## config.mk

```make
export PLATFORM = sky130hd
export DESIGN_NAME = id_hazard_scoreboard
export DESIGN_NICKNAME = d
export VERILOG_FILES = /design/src/rtl/id_hazard_scoreboard.sv
export SDC_FILE = /design/constraint.sdc
export NUM_CORES = 1
export LEC_CHECK = 0
export CAP_MARGIN = 20
export CORE_MARGIN = 2
export CORE_UTILIZATION = 44
export DETAILED_ROUTE_END_ITERATION = 8
export PLACE_DENSITY = 0.92
export SETUP_SLACK_MARGIN = 0.1
export SLEW_MARGIN = 20
export SYNTH_ARGS = -nofsm -noshare
export SYNTH_HDL_FRONTEND = slang
export SYNTH_SLANG_ARGS = --single-unit
```

## constraint.sdc

```tcl
create_clock -name clk -period 6.03 [get_ports clk]
set_clock_uncertainty 0.1 [all_clocks]
set_input_delay 1.809 -clock clk [delete_from_list [all_inputs] [get_ports clk]]
set_output_delay 1.809 -clock clk [all_outputs]
set_load 0.005 [all_outputs]
```

## src/rtl/id_hazard_scoreboard.sv

```systemverilog
// ============================================================================
// Module   : id_hazard_scoreboard
// Purpose  : ID-stage operand resolution with multi-stage forwarding,
//            load-use detection and a long-latency writer scoreboard.
// Revision : 1.0 - initial release
// ============================================================================
`default_nettype none

module id_hazard_scoreboard #(
  parameter int NUM_SRC = 2,
  parameter int NUM_FWD = 2,
  parameter int AW      = 5,
  parameter int DW      = 32,
  parameter int CW      = 32
) (
  input  logic                   clk,
  input  logic                   rst,
  input  logic [NUM_SRC-1:0]     src_en,
  input  logic [NUM_SRC*AW-1:0]  src_addr,
  input  logic [NUM_SRC*DW-1:0]  rf_rdata,
  input  logic [NUM_FWD-1:0]     fwd_we,
  input  logic [NUM_FWD*AW-1:0]  fwd_waddr,
  input  logic [NUM_FWD*DW-1:0]  fwd_wdata,
  input  logic [NUM_FWD-1:0]     fwd_rdy,
  input  logic                   wb_we,
  input  logic [AW-1:0]          wb_waddr,
  input  logic [DW-1:0]          wb_wdata,
  input  logic                   issue_fire,
  input  logic                   issue_we,
  input  logic                   issue_long,
  input  logic [AW-1:0]          issue_waddr,
  input  logic                   lc_valid,
  input  logic [AW-1:0]          lc_waddr,
  input  logic [DW-1:0]          lc_wdata,
  input  logic                   sb_clear,
  output logic [NUM_SRC*DW-1:0]  opnd,
  output logic                   stallreq,
  output logic                   sb_busy,
  output logic                   sb_err,
  output logic [CW-1:0]          stall_cnt
);

  localparam int DEPTH = 1 << AW;
  localparam logic [CW-1:0] CNT_MAX = {CW{1'b1}};
  localparam logic [CW-1:0] CNT_ONE = {{(CW-1){1'b0}}, 1'b1};

  logic [DEPTH-1:0]   pend_q, pend_d;
  logic               sb_err_q, sb_err_d;
  logic [CW-1:0]      stall_cnt_q, stall_cnt_d;

  logic [NUM_SRC-1:0] src_stall;
  logic               waw_stall;
  logic               issue_nz;
  logic               issue_lc_hit;
  logic               issue_eff;

  // --------------------------------------------------------------------------
  // Per-source operand mux and hazard terms
  // --------------------------------------------------------------------------
  for (genvar j = 0; j < NUM_SRC; j++) begin : g_src
    logic [AW-1:0] addr;
    logic          addr_nz;
    logic          lc_hit;
    logic          fwd_hit;
    logic          fwd_hit_rdy;
    logic [DW-1:0] fwd_val;
    logic          wb_hit;
    logic [DW-1:0] opnd_val;
    logic          stall_term;

    always_comb begin
      addr        = src_addr[j*AW +: AW];
      addr_nz     = (addr != '0);
      lc_hit      = addr_nz && lc_valid && (lc_waddr == addr);
      wb_hit      = addr_nz && wb_we && (wb_waddr == addr);
      fwd_hit     = 1'b0;
      fwd_hit_rdy = 1'b1;
      fwd_val     = '0;
      // Youngest matching stage owns the register; older stages are shadowed.
      for (int k = 0; k < NUM_FWD; k++) begin
        if (addr_nz && !fwd_hit && fwd_we[k] && (fwd_waddr[k*AW +: AW] == addr)) begin
          fwd_hit     = 1'b1;
          fwd_hit_rdy = fwd_rdy[k];
          fwd_val     = fwd_wdata[k*DW +: DW];
        end
      end

      if (!addr_nz) begin
        opnd_val = '0;
      end else if (lc_hit) begin
        opnd_val = lc_wdata;
      end else if (fwd_hit) begin
        opnd_val = fwd_val;
      end else if (wb_hit) begin
        opnd_val = wb_wdata;
      end else begin
        opnd_val = rf_rdata[j*DW +: DW];
      end

      stall_term = src_en[j] && addr_nz &&
                   ((fwd_hit && !fwd_hit_rdy) || (pend_q[addr] && !lc_hit));
    end

    assign opnd[j*DW +: DW] = opnd_val;
    assign src_stall[j]     = stall_term;
  end

  // --------------------------------------------------------------------------
  // WAW against an outstanding long writer, and overall stall
  // --------------------------------------------------------------------------
  always_comb begin
    issue_nz     = (issue_waddr != '0);
    issue_lc_hit = lc_valid && (lc_waddr == issue_waddr);
    waw_stall    = issue_we && issue_nz && pend_q[issue_waddr] && !issue_lc_hit;
    stallreq     = (|src_stall) || waw_stall;
    issue_eff    = issue_fire && !stallreq;
  end

  // --------------------------------------------------------------------------
  // Next-state for scoreboard, error flag and stall counter
  // --------------------------------------------------------------------------
  always_comb begin
    pend_d      = pend_q;
    sb_err_d    = sb_err_q;
    stall_cnt_d = stall_cnt_q;

    if (sb_clear) begin
      pend_d = '0;
    end else begin
      if (lc_valid) begin
        if (!pend_q[lc_waddr]) begin
          sb_err_d = 1'b1;
        end
        pend_d[lc_waddr] = 1'b0;
      end
      // Applied after the clear so a new writer to the same register wins.
      if (issue_eff && issue_long && issue_nz) begin
        pend_d[issue_waddr] = 1'b1;
      end
    end

    if (stallreq && (stall_cnt_q != CNT_MAX)) begin
      stall_cnt_d = stall_cnt_q + CNT_ONE;
    end
  end

  always_ff @(posedge clk or negedge rst) begin
    if (!rst) begin
      pend_q      <= '0;
      sb_err_q    <= 1'b0;
      stall_cnt_q <= '0;
    end else begin
      pend_q      <= pend_d;
      sb_err_q    <= sb_err_d;
      stall_cnt_q <= stall_cnt_d;
    end
  end

  assign sb_busy   = |pend_q;
  assign sb_err    = sb_err_q;
  assign stall_cnt = stall_cnt_q;

endmodule

`default_nettype wire
```

==> run metrics <==
run status finished, violations left; failing checks negative setup slack; IO Count 340; DRT Pass-1 Iters 8; Root Driver clkbuf_16; Clock transition at path regs 0.05 ns; GRT overflow 0; filler instances 1,053; Slew HR 0.280; complex-gate fraction of the synthesized area 0.224; dpl cells 1,570; first-pass GRT wire length 58.0 mm; worst path setup slack after routing -0.0658 ns; post-route ant nets 0; core area 0.0174 sq mm; Tcrit/Tclk final 1.01; Util after Layout 0.811; Ys Warns 0; # hold bufs at CTS 0; largest net degree at the start of global routing 66; largest cells by area after synthesis dfrtp_1 21%, a211oi_1 12%, mux2i_1 10%, mux4_2 7.7%, nor2_1 6.5%; Synth Area in Simple Gates 0.240; Register Area 0.00163 sq mm; number of global-route vias before repair 10,000; CTS tree done; clk_lat worst skew 0.33 ns; Die H 138 um; asr flop ratio synth 1.00; Std-Cell Rows 48; Synth area leader dfrtp_1; Crit Path Max Fanout 6; type of the worst setup path in2out; Synth Area in XOR/XNOR 0.0845; Max Cap Viol 0; initial antenna violation count 4; Worst Hold Class reg2reg; post-synthesis register bit count 65; RSZ-0062 raised after global routing yes; final count of hold timing violations 0; Placed Area 0.0123 sq mm; WL per Instance 26.6 um; CP Data Arrival Time 4.19 ns; post-synthesis sequential area ratio 0.207; H-tree depth 3; share of post-route cells with drive strength above 1 0.361; Vias per Instance 6.60; Yosys cell types 66; Clock Path Buffers 2; Mapped Cells 967; number of synthesized flops with an enable pin 0; final setup vio count 4; CP Data Required Time 4.12 ns; largest family of logic cells by synthesized area simple AND/OR/NAND/NOR gates; synthesized area 0.00788 sq mm; Synthesized Nets 1,209; CTS buffer count 9; Synth top area share 0.207; PortBufs 339; top_reg_cell synth dfrtp_1; RD Place Congestion 1.06; Final Power 1940 uW; # DRC 0; Worst Setup Start Kind primary input; post-route minimum period 6.10 ns; Die Area 0.0190 sq mm; flop2flop setup slack 2.39 ns; Hold Startpoint sb_err; area of the multi-input gates 0.00675 sq mm; GRT Resource Usage Total 0.404; worst-margin pin slew 1.07 ns; Initial Util 0.452; Pwr Density 138 mW/mm^2; Static Leak 0.00565 uW; Syn Area/Cell 8.15 sq um; multiplexer share of the synthesized area 0.181; WL final 43.8 mm; HPWL after detailed placement 28.5 mm; Max Fclk 0.164 GHz; final non-filler cell total 1,646; Starting DRT DRC Count 1,167; Worst R2R End pend_q[3]; hold endpoint sb_err; Reg2Reg Depth 9; Worst R2R Start pend_q[18]; chip width 138 um; Placement Setup Slack -0.887 ns; area share of fa/ha/maj cells after synthesis 0.00159; Final #Nets 1,654; Finished Cell Area 0.0141 sq mm; CTS sink cnt 65; Slew Viols, Final 0; synth-to-layout area growth 79.2%; CP endpoint kind output port; worst ir drop on vdd 0.242 mV; cell depth of the worst min-delay path 1; vias 10,900
[synthesized netlist by cell type (4+ instances only)]
| cell type | instances |
|---|---|
| or3b_2 | 4 |
| a21oi_1 | 79 |
| nor2_1 | 137 |
| nor4_1 | 20 |
| o21ai_0 | 39 |
| nor4_2 | 15 |
| buf_1 | 9 |
| nor4b_2 | 5 |
| nand3_1 | 29 |
| buf_6 | 6 |
| inv_1 | 7 |
| mux4_2 | 27 |
| mux2i_1 | 79 |
| xnor2_1 | 23 |
| and3_1 | 6 |
| a211oi_1 | 130 |
| buf_2 | 26 |
| nand4_1 | 14 |
| nor2b_1 | 21 |
| o21ai_1 | 11 |
| nand3b_1 | 9 |
| nand2b_1 | 7 |
| nand2_1 | 25 |
| and2_1 | 4 |
| nor3_1 | 9 |
| clkbuf_1 | 50 |
| o22ai_1 | 4 |
| dfrtp_1 | 65 |
| nor3b_1 | 6 |
| xor2_1 | 53 |
[state kept, by name, indices dropped and copies added, names as in the netlist]
signal     count
stall_cnt     32
pend_q        32
sb_err         1
[cells in the final DEF, fill, tap and decap left out, types with 28 or more instances in the layout]
cell	Yosys	layout
a211oi_1	130	47
o21ai_0	39	36
a21oi_1	79	66
a211oi_2	0	74
dfrtp_1	65	65
xor2_1	53	50
nand3_1	29	28
buf_4	3	128
nor2_1	137	129
buf_6	6	31
buf_2	26	65
clkdlybuf4s50_1	0	241
mux2i_1	79	50
[layout make-up]
class	count	share of cell area
inverters	7	0.00186
diodes	4	0.000709
repair buffers	530	0.361
clock buffers	12	0.0175
clock inverters	4	0.00541
flip-flops and latches	65	0.115
well taps	225	0.0199
multi-input cells	799	0.478
[critical path, cell delays in order]
cell	delay [ns]
buf_12	0.11
buf_4	0.14
xnor2_2	0.22
nand4_1	0.14
or4_4	0.62
buf_12	0.19
buf_12	0.14
a211oi_4	0.26
a21oi_2	0.08
a211oi_2	0.29
buf_4	0.18
[logic make-up after synthesis]
group,count (synthesis)
compound gates,278
xor+xnor,76
fa+ha+maj,1
buf+inv,103
flops,65
mux,108
simple gates,336
[what timing repair did]
item                                    in CTS  in global routing
gates resized for setup                    432                177
buffers inserted                            24                 28
endpoints found under the setup margin      65                 65
pin swaps                                   91                 74
gates cloned                                 5                  2
[layer usage]
| layer | up-vias | share of wire | wire length [um] | global-route usage |
|---|---|---|---|---|
| met5 | - | 0 | 0 | 0 |
| met4 | 0 | 0.081 | 3540 | 0.234 |
| met3 | 284 | 0.11 | 4990 | 0.115 |
| met2 | 902 | 0.46 | 20300 | 0.646 |
| met1 | 5149 | 0.34 | 14900 | 0.487 |
| li1 | 4522 | - | - | - |
[power breakdown]
group          leakage, uW  switching [uW]  internal, uW
logic              0.00464             371           471
registers         0.000860            57.2           476
clock network     0.000153             193           374
total              0.00565             622          1320
[worst max-delay path by stage]
| stage | startpoint | endpoint | slack (ns) | depth (start not counted) |
|---|---|---|---|---|
| floorplan | src_addr[3] | opnd[21] | 0.23 | 9 |
| global placement | src_addr[4] | opnd[4] | -0.80 | 11 |
| detailed placement | src_addr[4] | opnd[4] | -0.89 | 11 |
| CTS | src_addr[0] | opnd[22] | 0.04 | 11 |
| global route | src_addr[9] | opnd[46] | -0.20 | 14 |
| finish | src_addr[7] | opnd[62] | -0.07 | 11 |
[metrics by stage]
step	hold WS (ns)	setup TNS, ns
final	0.392	-0.117
after global routing	0.402	-0.858
after CTS	0.391	0
after detailed placement	0.375	-43.37
after global placement	0.372	-40.34
after floorplan	0.368	0
(Power assumes the default switching activity.)
